[config.mk]
export PLATFORM = sky130hd
export DESIGN_NAME = spi_slave
export DESIGN_NICKNAME = d
export VERILOG_FILES = /design/src/rtl/spi_pkg.sv /design/src/rtl/spi_sync.sv /design/src/rtl/spi_slave.sv
export SDC_FILE = /design/constraint.sdc
export NUM_CORES = 1
export LEC_CHECK = 0
export BUFFER_PORTS_ARGS = -buffer_cell sky130_fd_sc_hd__buf_4
export CAP_MARGIN = 5
export CORE_MARGIN = 2
export CORE_UTILIZATION = 59
export CTS_BUF_LIST = sky130_fd_sc_hd__clkbuf_4 sky130_fd_sc_hd__clkbuf_8
export DETAILED_ROUTE_END_ITERATION = 6
export PLACE_DENSITY_LB_ADDON = 0.2
export SKIP_CTS_REPAIR_TIMING = 1
export SLEW_MARGIN = 20
export SYNTH_ARGS = -nofsm -noshare
export SYNTH_HDL_FRONTEND = slang
export SYNTH_HIERARCHICAL = 1
export SYNTH_SLANG_ARGS = --single-unit
export TNS_END_PERCENT = 1
[constraint.sdc]
create_clock -name clk -period 2.1 [get_ports clk]
set_input_delay 0.21 -clock clk [delete_from_list [all_inputs] [get_ports clk]]
set_output_delay 0.21 -clock clk [all_outputs]
set_load 0.02 [all_outputs]
[src/rtl/spi_pkg.sv]
// Shared types and defaults for the SPI responder slice.
package spi_pkg;

  typedef enum logic [1:0] {
    IDLE  = 2'd0,
    SHIFT = 2'd1,
    DONE  = 2'd2
  } spi_state_t;

  localparam int unsigned SPI_DATA_WIDTH  = 8;
  localparam int unsigned SPI_SYNC_STAGES = 2;
  localparam logic        CS_IDLE         = 1'b1;

endpackage

[src/rtl/spi_sync.sv]
// N-flop synchronizer with a selectable synchronous reset level.
module spi_sync #(
  parameter int unsigned N       = 2,
  parameter logic        RST_VAL = 1'b0
) (
  input  logic clk,
  input  logic reset,
  input  logic i_d,
  output logic o_q
);

  logic [N-1:0] r_sync;

  always_ff @(posedge clk) begin
    if (reset) r_sync <= {N{RST_VAL}};
    else       r_sync <= {r_sync[N-2:0], i_d};
  end

  assign o_q = r_sync[N-1];

endmodule

[src/rtl/spi_slave.sv]
// SPI responder, oversampled on the system clock; LSB-first frames by default,
// MSB-first in both directions when SPI_SLAVE_MSB_FIRST_EN is defined.
module spi_slave
  import spi_pkg::*;
#(
  parameter int unsigned DATA_WIDTH  = SPI_DATA_WIDTH,
  parameter int unsigned SYNC_STAGES = SPI_SYNC_STAGES
) (
  input  logic                  clk,
  input  logic                  reset,
  input  logic                  SCLK,
  input  logic                  CS_n,
  input  logic                  MOSI,
  output logic                  MISO,
  input  logic [DATA_WIDTH-1:0] slaveDataToSend,
  input  logic                  txLoad,
  output logic [DATA_WIDTH-1:0] slaveDataReceived,
  output logic                  rxValid,
  output logic                  busy,
  output logic                  frameError
);

  localparam int unsigned CNT_W = $clog2(DATA_WIDTH) + 1;
`ifdef SPI_SLAVE_MSB_FIRST_EN
  localparam int unsigned PRE_IDX  = DATA_WIDTH - 1;
  localparam int unsigned NEXT_IDX = DATA_WIDTH - 2;
`else
  localparam int unsigned PRE_IDX  = 0;
  localparam int unsigned NEXT_IDX = 1;
`endif

  logic w_sclk_s, w_cs_s, w_mosi_s;
  logic r_sclk_prev, r_cs_prev;
  logic w_sclk_fall, w_cs_fall, w_cs_rise, w_last;

  spi_sync #(.N(SYNC_STAGES), .RST_VAL(1'b0))
    u_sync_sclk (.clk(clk), .reset(reset), .i_d(SCLK), .o_q(w_sclk_s));
  spi_sync #(.N(SYNC_STAGES), .RST_VAL(CS_IDLE))
    u_sync_cs   (.clk(clk), .reset(reset), .i_d(CS_n), .o_q(w_cs_s));
  spi_sync #(.N(SYNC_STAGES), .RST_VAL(1'b0))
    u_sync_mosi (.clk(clk), .reset(reset), .i_d(MOSI), .o_q(w_mosi_s));

  spi_state_t            r_state, w_state_nxt;
  logic [DATA_WIDTH-1:0] r_tx_hold, w_tx_hold_nxt;
  logic [DATA_WIDTH-1:0] r_tx_shift, w_tx_shift_nxt;
  logic [DATA_WIDTH-1:0] r_rx_shift, w_rx_shift_nxt, w_rx_shifted;
  logic [DATA_WIDTH-1:0] r_data, w_data_nxt;
  logic [CNT_W-1:0]      r_bit_cnt, w_bit_cnt_nxt;
  logic                  r_miso, w_miso_nxt;
  logic                  r_rx_valid, w_rx_valid_nxt;
  logic                  r_busy, w_busy_nxt;
  logic                  r_frame_err, w_frame_err_nxt;

  assign w_sclk_fall = r_sclk_prev & ~w_sclk_s;
  assign w_cs_fall   = r_cs_prev & ~w_cs_s;
  assign w_cs_rise   = ~r_cs_prev & w_cs_s;
  assign w_last      = w_sclk_fall && (r_bit_cnt == CNT_W'(DATA_WIDTH - 1));

`ifdef SPI_SLAVE_MSB_FIRST_EN
  assign w_rx_shifted = {r_rx_shift[DATA_WIDTH-2:0], w_mosi_s};
`else
  assign w_rx_shifted = {w_mosi_s, r_rx_shift[DATA_WIDTH-1:1]};
`endif

  always_ff @(posedge clk) begin
    if (reset) begin
      r_sclk_prev <= 1'b0;
      r_cs_prev   <= CS_IDLE;
      r_state     <= IDLE;
      r_tx_hold   <= '0;
      r_tx_shift  <= '0;
      r_rx_shift  <= '0;
      r_data      <= '0;
      r_bit_cnt   <= '0;
      r_miso      <= 1'b0;
      r_rx_valid  <= 1'b0;
      r_busy      <= 1'b0;
      r_frame_err <= 1'b0;
    end else begin
      r_sclk_prev <= w_sclk_s;
      r_cs_prev   <= w_cs_s;
      r_state     <= w_state_nxt;
      r_tx_hold   <= w_tx_hold_nxt;
      r_tx_shift  <= w_tx_shift_nxt;
      r_rx_shift  <= w_rx_shift_nxt;
      r_data      <= w_data_nxt;
      r_bit_cnt   <= w_bit_cnt_nxt;
      r_miso      <= w_miso_nxt;
      r_rx_valid  <= w_rx_valid_nxt;
      r_busy      <= w_busy_nxt;
      r_frame_err <= w_frame_err_nxt;
    end
  end

  always_comb begin
    w_state_nxt     = r_state;
    w_tx_hold_nxt   = txLoad ? slaveDataToSend : r_tx_hold;
    w_tx_shift_nxt  = r_tx_shift;
    w_rx_shift_nxt  = r_rx_shift;
    w_data_nxt      = r_data;
    w_bit_cnt_nxt   = r_bit_cnt;
    w_miso_nxt      = r_miso;
    w_rx_valid_nxt  = 1'b0;
    w_busy_nxt      = r_busy;
    w_frame_err_nxt = 1'b0;
    unique case (r_state)
      IDLE: begin
        w_miso_nxt = r_tx_hold[PRE_IDX];
        if (w_cs_fall) begin
          w_tx_shift_nxt = r_tx_hold;
          w_rx_shift_nxt = '0;
          w_bit_cnt_nxt  = '0;
          w_busy_nxt     = 1'b1;
          w_state_nxt    = SHIFT;
        end
      end
      SHIFT: begin
        if (w_sclk_fall) begin
          w_rx_shift_nxt = w_rx_shifted;
`ifdef SPI_SLAVE_MSB_FIRST_EN
          w_tx_shift_nxt = r_tx_shift << 1;
`else
          w_tx_shift_nxt = r_tx_shift >> 1;
`endif
          w_miso_nxt     = r_tx_shift[NEXT_IDX];
          w_bit_cnt_nxt  = r_bit_cnt + CNT_W'(1);
        end
        if (w_last) begin
          w_data_nxt     = w_rx_shifted;
          w_rx_valid_nxt = 1'b1;
          w_state_nxt    = DONE;
        end
        // CS rise wins over a simultaneous SCLK fall unless that fall was the last bit.
        if (w_cs_rise) begin
          w_state_nxt = IDLE;
          w_busy_nxt  = 1'b0;
          if (!w_last) w_frame_err_nxt = 1'b1;
        end
      end
      DONE: begin
        if (w_cs_rise) begin
          w_state_nxt = IDLE;
          w_busy_nxt  = 1'b0;
        end
      end
      default: w_state_nxt = IDLE;
    endcase
  end

  assign MISO              = r_miso;
  assign slaveDataReceived = r_data;
  assign rxValid           = r_rx_valid;
  assign busy              = r_busy;
  assign frameError        = r_frame_err;

endmodule

==> results of run 1 <==
[registers in the layout, indices dropped and copies added (netlist names), 2 cells and up]
signal and flops:
slaveDataReceived 8, r_state 2, r_bit_cnt 4, u_sync_sclk/r_sync 2, r_tx_hold 8, u_sync_mosi/r_sync 2
r_rx_shift 7, u_sync_cs/r_sync 2, r_tx_shift 7
[metrics by stage]
step           util, %  cell area (sq um)
3_5_place_dp      70.1               2180
4_1_cts           71.7               2230
3_3_place_gp      70.1               2180
2_1_floorplan        -               1970
6_report          71.7               2230
5_1_grt           71.7               2230
[routing by layer]
| metal | global-route usage (%) | wire [um] | share of wire, % |
|---|---|---|---|
| met1 | 23.0 | 1500 | 44 |
| met2 | 33.2 | 1730 | 51 |
| met3 | 7.04 | 122 | 3.6 |
| met4 | 8.51 | 63 | 1.8 |
| met5 | 0 | 0 | 0 |
[cell families after synthesis]
kind of cell | count (synthesis) | share of synthesized area, %
buf+inv | 12 | 3.69
simple gates | 69 | 18.4
compound gates | 21 | 9.29
xor+xnor | 2 | 0.891
flops | 48 | 48.9
mux | 32 | 16.3
fa+ha+maj | 4 | 2.54
[where the power goes]
part / leakage (nW) / switching, W / internal, W
clock network: 0.0271 / 0.000275 / 0.000122
registers: 0.391 / 0.0000498 / 0.000992
logic: 0.477 / 0.000313 / 0.000267
total: 0.896 / 0.000637 / 0.00138
[worst paths after layout]
kind                       start                  end  slack [ns]  cells past startpoint
max                   r_state[0]        r_rx_shift[4]        0.38                      7
min                         CS_n  u_sync_cs/r_sync[0]        0.02                      2
max reg2reg           r_state[0]        r_rx_shift[4]        0.38                      7
min reg2reg  u_sync_cs/r_sync[0]  u_sync_cs/r_sync[1]        0.43                      1
[cell usage in the layout, fill, tap and decap left out, types with 2 or more instances in the layout]
cell and count:
buf_4 26, or2_1 2, nand2b_1 4, and2_1 8, nor2_1 36, or2_2 2
nand2_1 2, clkbuf_4 5, o21ai_0 3, inv_1 3, nand3b_1 2, nor2b_1 5
a211oi_2 6, a21oi_1 5, dfxtp_1 48, ha_1 4, xnor2_1 2, mux2i_1 32
[area by class of cell]
type / count / area (sq um)
tap: 44 / 55.1
timing repair buffer: 27 / 215
fill: 245 / 877
clock buffer: 5 / 37.5
inverter: 3 / 11.3
multi-input combinational: 128 / 933
sequential: 48 / 961
clock inverter: 2 / 12.5
==> qor.csv, run 1 <==
stage;metric;value;unit
outcome;status;complete, no violations;
sta;Hold Fails Final Rpt;0;
yosys;top_reg_cell synth;dfxtp_1;
sta;RSZ-0062 raised after global routing;no;
yosys;number of flops mapped to enable cells by yosys;0;
setup_path;crit-path cells;inv_1, ha_1, nand2b_4, a22oi_4, buf_12, mux2i_1, nor2_1;
power;Max rail drop VDD;0.650;mV
cts;Clock Latency Late Sink;0.36;ns
grt;initial antenna violation count;0;
route;violation count after the first detailed-route iteration;60;
yosys;YS warnings;6;
placement;Buffers on Ports;25;
cts;CTS root buffer;clkbuf_4;
sta;Hold WS;0.0236;ns
sta;Slew Viols, Final;0;
route;Via density;5.27;
sta;Max-slew headroom;63.6;%
cells_and_area;Post-Layout Cell Count;257;
sta;worst setup margin;0.383;ns
yosys;Net Count, Synth;206;
yosys;synth cell count leaders;dfxtp_1 (48), nor2_1 (36), mux2i_1 (32);
yosys;share of the synthesized area in the top cell type;48.9;%
power;Power Total;0.00202;W
power;PwrDens;907;nW/um^2
grt;number of global-route vias before repair;1247;
setup_path;CP Class;flop to flop;
grt;first-pass GRT wire length;5.47;mm
cts;TritonCTS Buffers;5;
sta;Final Skew;0.0104;ns
hold_path;Hold Path Class;input pin to flop;
cts;clock buffer depth;2;
power;leakage;0.896;nW
cts;Worst-path clk slew;0.13;ns
route;DR DRC count;0;
yosys;Seq/Total Area, Yosys;48.9;%
sta;final setup TNS;0;ns
setup_path;Worst setup SP type;flop;
route;Routed Antenna Nets;0;
route;Via Count;1354;
cells_and_area;area grow syn2layout;13.2;%
grt;GRT overflow;0;
die;chip width;61.7;um
yosys;FFs w/ async S/R, synth;0;%
cts;CTS tree;yes;
yosys;area leader, netlist;dfxtp_1;
setup_path;slowest CP cell;dfxtp_1;
route;final wirelength;3.42;mm
cts;Clock Sinks;48;
setup_path;crit-path leading delay family;flip-flops;
setup_path;Req. time, crit path;2.34;ns
die;Die Area;3810;sq um
cells_and_area;layout cell share with drive strength beyond 1;22.1;%
cells_and_area;nets;231;
yosys;Yosys reg bits;48;
placement;Place WS;0.389;ns
die;die height;61.7;um
route;drt pass-1 iters;4;
die;IO Count;26;
sta;Slew @ Worst Pin;0.545;ns
placement;GPL Wtd Cong;0.729;
sta;final setup vio count;0;
sta;FMAX;0.583;GHz
sta;Tcrit/Tclk final;81.7;%
die;initial core utilization;63.4;%
placement;placed insts;250;
yosys;syn avg cell area;10.5;sq um
setup_path;crit-path max FO;24;
yosys;synthesized cell area;1970;sq um
yosys;count leader, synth;dfxtp_1;
placement;Post-DP HPWL;2.40;mm
setup_path;CP Capture Type;flop;
grt;Tot GR Track Use;19.9;%
setup_path;Buf/Inv on CP;2;
grt;largest net degree at the start of global routing;48;
cts;H-Tree Level Count;2;
setup_path;Largest stage delay, worst path;0.36;ns
sta;time the worst path needs with I/O delays and setup;1.72;ns
yosys;synthesized netlist cell count;188;
route;Avg WL per Cell;13.3;um
cells_and_area;diode count;0;
setup_path;CP arrival;1.96;ns
die;Core Box Area;3100;sq um
run;Max Cap Viol;0;
yosys;distinct cell type count after synthesis;36;
yosys;top cells by area, synth;dfxtp_1 (49%), mux2i_1 (16%), nor2_1 (6.9%);
die;# rows;20;
Power figures use the tool's default switching activity.
==> run 2, diff against run 1 <==
--- a/config.mk
+++ b/config.mk
@@ -5,10 +5,11 @@
 export SDC_FILE = /design/constraint.sdc
 export NUM_CORES = 1
 export LEC_CHECK = 0
+export ABC_AREA = 1
 export BUFFER_PORTS_ARGS = -buffer_cell sky130_fd_sc_hd__buf_4
 export CAP_MARGIN = 5
 export CORE_MARGIN = 2
-export CORE_UTILIZATION = 59
+export CORE_UTILIZATION = 53
 export CTS_BUF_LIST = sky130_fd_sc_hd__clkbuf_4 sky130_fd_sc_hd__clkbuf_8
 export DETAILED_ROUTE_END_ITERATION = 6
 export PLACE_DENSITY_LB_ADDON = 0.2
==> constraint.sdc (replaced) <==
create_clock -name clk -period 1.55 [get_ports clk]
set_input_delay 0.155 -clock clk [delete_from_list [all_inputs] [get_ports clk]]
set_output_delay 0.155 -clock clk [all_outputs]
set_load 0.02 [all_outputs]
==> run 2 against run 1 <==
Sequential share of layout area fell by 1.5 points. Combinational power is 26% lower. Count of clock-buffer cells in the layout rose by 1. Clock power up 88%. Largest power group unchanged. Core utilization fell by 8.3 points. Critical path depth decreased by 1. Design area grew 3.5%. Global-route usage is 0.66 points lower. Sequential power increased by 26%. Cell count rose by 28%. Non-clock buffer count is 4 higher. Routed wire length grew 4.7%.
==> qor.csv, run 2 <==
stage;metric;value;unit;change
outcome;status;complete, no violations;;unchanged
route;drt pass-1 iters;4;;unchanged
route;final wirelength;3.58;mm;was 3.42 mm
cells_and_area;diode count;0;;unchanged
yosys;FFs w/ async S/R, synth;0;%;unchanged
route;Via density;4.93;;was 5.27
setup_path;crit-path cells;ha_1, nand3_1, nor2_4, buf_4, nand2_1, a21oi_1;;was inv_1, ha_1, nand2b_4, a22oi_4, buf_12, mux2i_1, nor2_1
sta;Max-slew headroom;74.8;%;was 63.6%
sta;RSZ-0062 raised after global routing;yes;;was no
cells_and_area;layout cell share with drive strength beyond 1;20.2;%;was 22.1%
cts;clock buffer depth;2;;unchanged
power;leakage;0.962;nW;was 0.896 nW
sta;time the worst path needs with I/O delays and setup;1.40;ns;was 1.72 ns
placement;placed insts;322;;was 250
cts;TritonCTS Buffers;5;;unchanged
power;Power Total;0.00249;W;was 0.00202 W
die;chip width;65.4;um;was 61.7 um
cells_and_area;nets;299;;was 231
route;Avg WL per Cell;10.8;um;was 13.3 um
cts;Clock Sinks;48;;unchanged
placement;GPL Wtd Cong;0.825;;was 0.729
die;IO Count;26;;unchanged
sta;Hold Fails Final Rpt;0;;unchanged
sta;Slew @ Worst Pin;0.378;ns;was 0.545 ns
grt;number of global-route vias before repair;1482;;was 1,247
yosys;synth cell count leaders;nand2_1 (49), dfxtp_1 (48), a21oi_1 (33);;was dfxtp_1 (48), nor2_1 (36), mux2i_1 (32)
grt;Tot GR Track Use;19.2;%;was 19.9%
placement;Post-DP HPWL;2.52;mm;was 2.40 mm
cts;Clock Latency Late Sink;0.30;ns;was 0.36 ns
hold_path;hold path startpoint;CS_n;;unchanged
cts;Worst-path clk slew;0.08;ns;was 0.13 ns
yosys;YS warnings;6;;unchanged
setup_path;Worst setup SP type;flop;;unchanged
route;Routed Antenna Nets;0;;unchanged
hold_path;Hold Path Class;input pin to flop;;unchanged
route;violation count after the first detailed-route iteration;109;;was 60
yosys;count leader, synth;nand2_1;;was dfxtp_1
sta;Final Skew;0.00612;ns;was 0.0104 ns
yosys;Net Count, Synth;274;;was 206
cts;CTS root buffer;clkbuf_8;;was clkbuf_4
cells_and_area;Post-Layout Cell Count;330;;was 257
setup_path;beginning of the critical path;r_bit_cnt[0];;was r_state[0]
yosys;share of the synthesized area in the top cell type;48.1;%;was 48.9%
placement;Buffers on Ports;25;;unchanged
yosys;synthesized netlist cell count;256;;was 188
sta;FMAX;0.714;GHz;was 0.583 GHz
setup_path;slowest CP cell;dfxtp_1;;unchanged
cts;H-Tree Level Count;2;;unchanged
die;initial core utilization;55.0;%;was 63.4%
die;Core Box Area;3630;sq um;was 3100 sq um
yosys;number of flops mapped to enable cells by yosys;0;;unchanged
grt;initial antenna violation count;0;;unchanged
setup_path;crit-path max FO;6;;was 24
setup_path;CP arrival;1.63;ns;was 1.96 ns
yosys;top_reg_cell synth;dfxtp_1;;unchanged
die;# rows;22;;was 20
route;Via Count;1626;;was 1,354
sta;Slew Viols, Final;0;;unchanged
sta;final setup TNS;0;ns;unchanged
run;Max Cap Viol;0;;unchanged
grt;first-pass GRT wire length;6.35;mm;was 5.47 mm
yosys;synthesized cell area;2000;sq um;was 1970 sq um
grt;largest net degree at the start of global routing;33;;was 48
die;Die Area;4270;sq um;was 3810 sq um
die;die height;65.4;um;was 61.7 um
cells_and_area;post-layout util;63.4;%;was 71.7%
setup_path;RR Startpoint;r_bit_cnt[0];;was r_state[0]
sta;Hold WS;0.0283;ns;was 0.0236 ns
setup_path;CP Class;flop to flop;;unchanged
sta;Tcrit/Tclk final;90.4;%;was 81.7%
yosys;distinct cell type count after synthesis;24;;was 36
power;Max rail drop VDD;0.672;mV;was 0.650 mV
sta;final setup vio count;0;;unchanged
cells_and_area;area grow syn2layout;15.4;%;was 13.2%
setup_path;Req. time, crit path;1.78;ns;was 2.34 ns
route;DR DRC count;0;;unchanged
yosys;Seq/Total Area, Yosys;48.1;%;was 48.9%
grt;GRT overflow;0;;unchanged
setup_path;Largest stage delay, worst path;0.39;ns;was 0.36 ns
cells_and_area;most common cell after layout, fill and taps aside;nand2_1;;was dfxtp_1
yosys;top cells by area, synth;dfxtp_1 (48%), nand2_1 (9.2%), a21oi_1 (8.3%);;was dfxtp_1 (49%), mux2i_1 (16%), nor2_1 (6.9%)
setup_path;CP Capture Type;flop;;unchanged
yosys;area leader, netlist;dfxtp_1;;unchanged
cts;CTS tree;yes;;unchanged
yosys;Yosys reg bits;48;;unchanged
yosys;syn avg cell area;7.80;sq um;was 10.5 sq um
cells_and_area;commonest cells after routing, fill and taps aside;nand2_1 (49), dfxtp_1 (48), a21oi_1 (33);;was dfxtp_1 (48), nor2_1 (36), mux2i_1 (32)
power;PwrDens;1080;nW/um^2;was 907 nW/um^2
-- run 2: power breakdown --
group          total [W]  internal, W  switching [W]
registers        0.00131      0.00128      0.0000264
clock network   0.000745     0.000356       0.000389
logic           0.000432     0.000162       0.000270
-- run 2: critical path: cells and delay by family (launching register included) --
| family | cells | cell delay (ns) |
|---|---|---|
| buffers and inverters | 1 | 0.15 |
| AND/OR/NAND/NOR | 3 | 0.40 |
| AO/OA/AOI/OAI | 1 | 0.15 |
| adder cells (fa/ha/maj) | 1 | 0.23 |
| flip-flops | 1 | 0.39 |
-- run 2: final timing paths --
check                          end  slack [ns]  depth (start not counted)
max           slaveDataReceived[2]        0.15                          6
min            u_sync_cs/r_sync[0]        0.03                          3
max reg2reg   slaveDataReceived[2]        0.15                          6
min reg2reg  u_sync_mosi/r_sync[1]        0.40                          2
-- run 2: logic make-up (layout without fill, tap and decap cells) --
kind of cell | after synthesis | count (layout) | synth area share, %
compound gates | 54 | 54 | 13.9
flops | 48 | 48 | 48.1
buf+inv | 45 | 71 | 11.0
simple gates | 105 | 105 | 24.5
fa+ha+maj | 4 | 4 | 2.51
-- run 2: layout make-up --
| type | instances | area [sq um] |
|---|---|---|
| Fill cell | 348 | 1330 |
| Sequential cell | 48 | 961 |
| Multi-Input combinational cell | 163 | 822 |
| Timing Repair Buffer | 31 | 245 |
| Inverter | 32 | 123 |
| Clock buffer | 6 | 82.6 |
| Tap cell | 48 | 60.1 |
| Clock inverter | 2 | 10.0 |
-- run 2: routing by layer --
metal	GRT usage, %	part of all wire, %
met1	24.0	47
met2	31.1	47
met3	4.11	4.2
met4	9.90	1.7
met5	0	0
-- run 2: through the flow --
step           instance area (sq um)  setup WS [ns]
2_1_floorplan                   2000          0.230
3_3_place_gp                    2210          0.142
3_5_place_dp                    2210         0.0960
4_1_cts                         2300         0.0891
5_1_grt                         2300        -0.0162
6_report                        2300          0.149
==> run 3, diff against run 2 <==
--- a/config.mk
+++ b/config.mk
@@ -6,9 +6,9 @@
 export NUM_CORES = 1
 export LEC_CHECK = 0
 export ABC_AREA = 1
-export BUFFER_PORTS_ARGS = -buffer_cell sky130_fd_sc_hd__buf_4
+export BUFFER_PORTS_ARGS = -buffer_cell sky130_fd_sc_hd__buf_2
 export CAP_MARGIN = 5
-export CORE_MARGIN = 2
+export CORE_MARGIN = 8
 export CORE_UTILIZATION = 53
 export CTS_BUF_LIST = sky130_fd_sc_hd__clkbuf_4 sky130_fd_sc_hd__clkbuf_8
 export DETAILED_ROUTE_END_ITERATION = 6
==> run 3 against run 2 <==
Routed wire length up 4.3%. Register-to-register slack got worse by 0.02 ns. First-iteration DRC count is 12% lower. Global-route usage down 5.9 points. Combinational power is 4.9% lower. Maximum frequency is 1.7% lower. Design area shrank 2.8%. Non-clock buffer count rose by 3.
==> qor.csv, run 3 (same netlist as run 2, synthesis figures left out) <==
stage;metric;value;unit;change
outcome;status;complete, no violations;;unchanged
hold_path;Hold Path Class;input pin to flop;;unchanged
hold_path;WHS Path Cells;3;;unchanged
setup_path;Worst setup SP type;flop;;unchanged
setup_path;crit-path max FO;16;;was 6
setup_path;R2R cell count;7;;was 6
power;Net Switching;0.000674;W;was 0.000685 W
placement;GPL Wtd Cong;0.772;;was 0.825
die;chip width;77.4;um;was 65.4 um
sta;Slew Viols, Final;0;;unchanged
die;IO Count;26;;unchanged
sta;Final Skew;0.00808;ns;was 0.00612 ns
sta;FMAX;0.702;GHz;was 0.714 GHz
hold_path;hold path startpoint;CS_n;;unchanged
grt;Tot GR Track Use;13.2;%;was 19.2%
route;drt pass-1 iters;4;;unchanged
grt;initial antenna violation count;0;;unchanged
cells_and_area;most common cell after layout, fill and taps aside;nand2_1;;unchanged
power;Comb power frac;16.9;%;was 17.4%
power;Sw Share;27.8;%;was 27.6%
setup_path;CP Capture Type;flop;;unchanged
cts;Clock Sinks;48;;unchanged
grt;largest net degree at the start of global routing;21;;was 33
route;Routed Antenna Nets;0;;unchanged
sta;Hold Fails Final Rpt;0;;unchanged
route;Via density;4.80;;was 4.93
route;DR DRC count;0;;unchanged
die;Die Area;5990;sq um;was 4270 sq um
setup_path;Worst R2R Setup Slack;0.13;ns;was 0.15 ns
cts;TritonCTS Buffers;5;;unchanged
placement;Buffers on Ports;25;;unchanged
sta;Tcrit/Tclk final;91.9;%;was 90.4%
setup_path;CP Class;flop to flop;;unchanged
route;Via Count;1592;;was 1,626
cts;H-Tree Level Count;2;;unchanged
cells_and_area;fill count;354;;was 348
cts;CTS root buffer;clkbuf_8;;unchanged
power;Max rail drop VDD;0.549;mV;was 0.672 mV
setup_path;Req. time, crit path;1.79;ns;was 1.78 ns
sta;Slew @ Worst Pin;0.400;ns;was 0.378 ns
sta;time the worst path needs with I/O delays and setup;1.42;ns;was 1.40 ns
cts;clock buffer depth;2;;unchanged
cells_and_area;nets;302;;was 299
cells_and_area;area grow syn2layout;12.2;%;was 15.4%
run;Max Cap Viol;0;;unchanged
sta;final setup vio count;0;;unchanged
cells_and_area;post-layout util;61.6;%;was 63.4%
route;violation count after the first detailed-route iteration;96;;was 109
hold_path;WHS Endpoint;u_sync_cs/r_sync[0];;unchanged
die;die height;77.4;um;was 65.4 um
sta;Max-slew headroom;73.3;%;was 74.8%
sta;RSZ-0062 raised after global routing;yes;;unchanged
power;register share of total power;53.9;%;was 52.6%
grt;first-pass GRT wire length;6.61;mm;was 6.35 mm
cts;Worst-path clk slew;0.08;ns;about the same
power;leakage;0.955;nW;was 0.962 nW
cts;Clock Latency Late Sink;0.30;ns;about the same
cells_and_area;layout cell share with drive strength beyond 1;20.8;%;was 20.2%
die;# rows;22;;unchanged
die;Core Box Area;3630;sq um;unchanged
power;PwrDens;1080;nW/um^2;about the same
setup_path;RR Startpoint;r_state[1];;was r_bit_cnt[0]
placement;Post-DP HPWL;2.70;mm;was 2.52 mm
route;final wirelength;3.73;mm;was 3.58 mm
setup_path;CP arrival;1.66;ns;was 1.63 ns
power;Internal;0.00175;W;was 0.00180 W
cts;CTS tree;yes;;unchanged
sta;Hold WS;0.0238;ns;was 0.0283 ns
die;initial core utilization;55.0;%;unchanged
power;Clk pwr share;29.1;%;was 30.0%
grt;GRT overflow;0;;unchanged
route;Avg WL per Cell;11.2;um;was 10.8 um
cells_and_area;commonest cells after routing, fill and taps aside;nand2_1 (49), dfxtp_1 (48), a21oi_1 (33);;unchanged
cells_and_area;diode count;0;;unchanged
setup_path;RR Endpoint;r_bit_cnt[3];;was slaveDataReceived[2]
grt;number of global-route vias before repair;1603;;was 1,482
-- run 3: cell types whose count changed in the layout (fill, tap and decap cells not counted) --
cell      previous run  this run
buf_2                0        25
buf_4               30         9
buf_12               1         0
clkbuf_4             0         1
clkbuf_8             6         5
clkinv_2             2         1
-- run 3: final cells by class --
class                           instances  area [sq um]  share of cell area [%]
Multi-Input combinational cell        163           822                    36.7
Inverter                               32           123                    5.47
Sequential cell                        48           961                    42.9
Clock inverter                          1          5.00                   0.223
Clock buffer                            6          76.3                    3.41
Tap cell                               48          60.1                    2.68
Timing Repair Buffer                   34           193                    8.60
-- run 3: critical path: stages, from the launching register on --
cell and delay (ns):
dfxtp_1 0.33, inv_1 0.08, ha_2 0.26, buf_4 0.23
nor2_1 0.09, nor2_1 0.19, nand2_1 0.08, nor2_1 0.11
-- run 3: through the flow --
step	cells	area (sq um)	power, W	TNS, ns	worst slack, ns
2_1_floorplan	256	2000	0.00168	0	0.230
3_3_place_gp	325	2150	0.00174	0	0.140
3_5_place_dp	325	2150	0.00175	0	0.0611
4_1_cts	332	2230	0.00246	0	0.0220
5_1_grt	332	2240	0.00255	-0.0205	-0.0119
6_report	332	2240	0.00243	0	0.125
-- run 3: per-layer routing --
metal | vias to the layer above | wire [um] | track usage (%)
met5 | - | 0 | 0
met4 | 0 | 62 | 5.66
met3 | 7 | 177 | 4.84
met2 | 22 | 1670 | 22.0
met1 | 689 | 1820 | 15.0
li1 | 874 | - | -
-- run 3: how the worst max path moves through the flow --
| stage | from | to | slack [ns] |
|---|---|---|---|
| 4_1_cts | r_state[1] | r_bit_cnt[3] | 0.02 |
| 3_3_place_gp | r_state[1] | r_bit_cnt[2] | 0.14 |
| 5_1_grt | r_state[1] | r_bit_cnt[3] | -0.01 |
| 3_5_place_dp | r_state[1] | r_tx_shift[6] | 0.06 |
| 6_report | r_state[1] | r_bit_cnt[3] | 0.13 |
| 2_1_floorplan | r_state[1] | r_bit_cnt[2] | 0.23 |
-- run 3: power groups by stage --
stage	logic (W)	clock network (W)	registers [W]
finish	0.000411	0.000707	0.00131
global route	0.000465	0.000765	0.00132
global placement	0.000405	0	0.00134
detailed placement	0.000412	0	0.00134
CTS	0.000412	0.000734	0.00131
floorplan	0.000343	0	0.00134
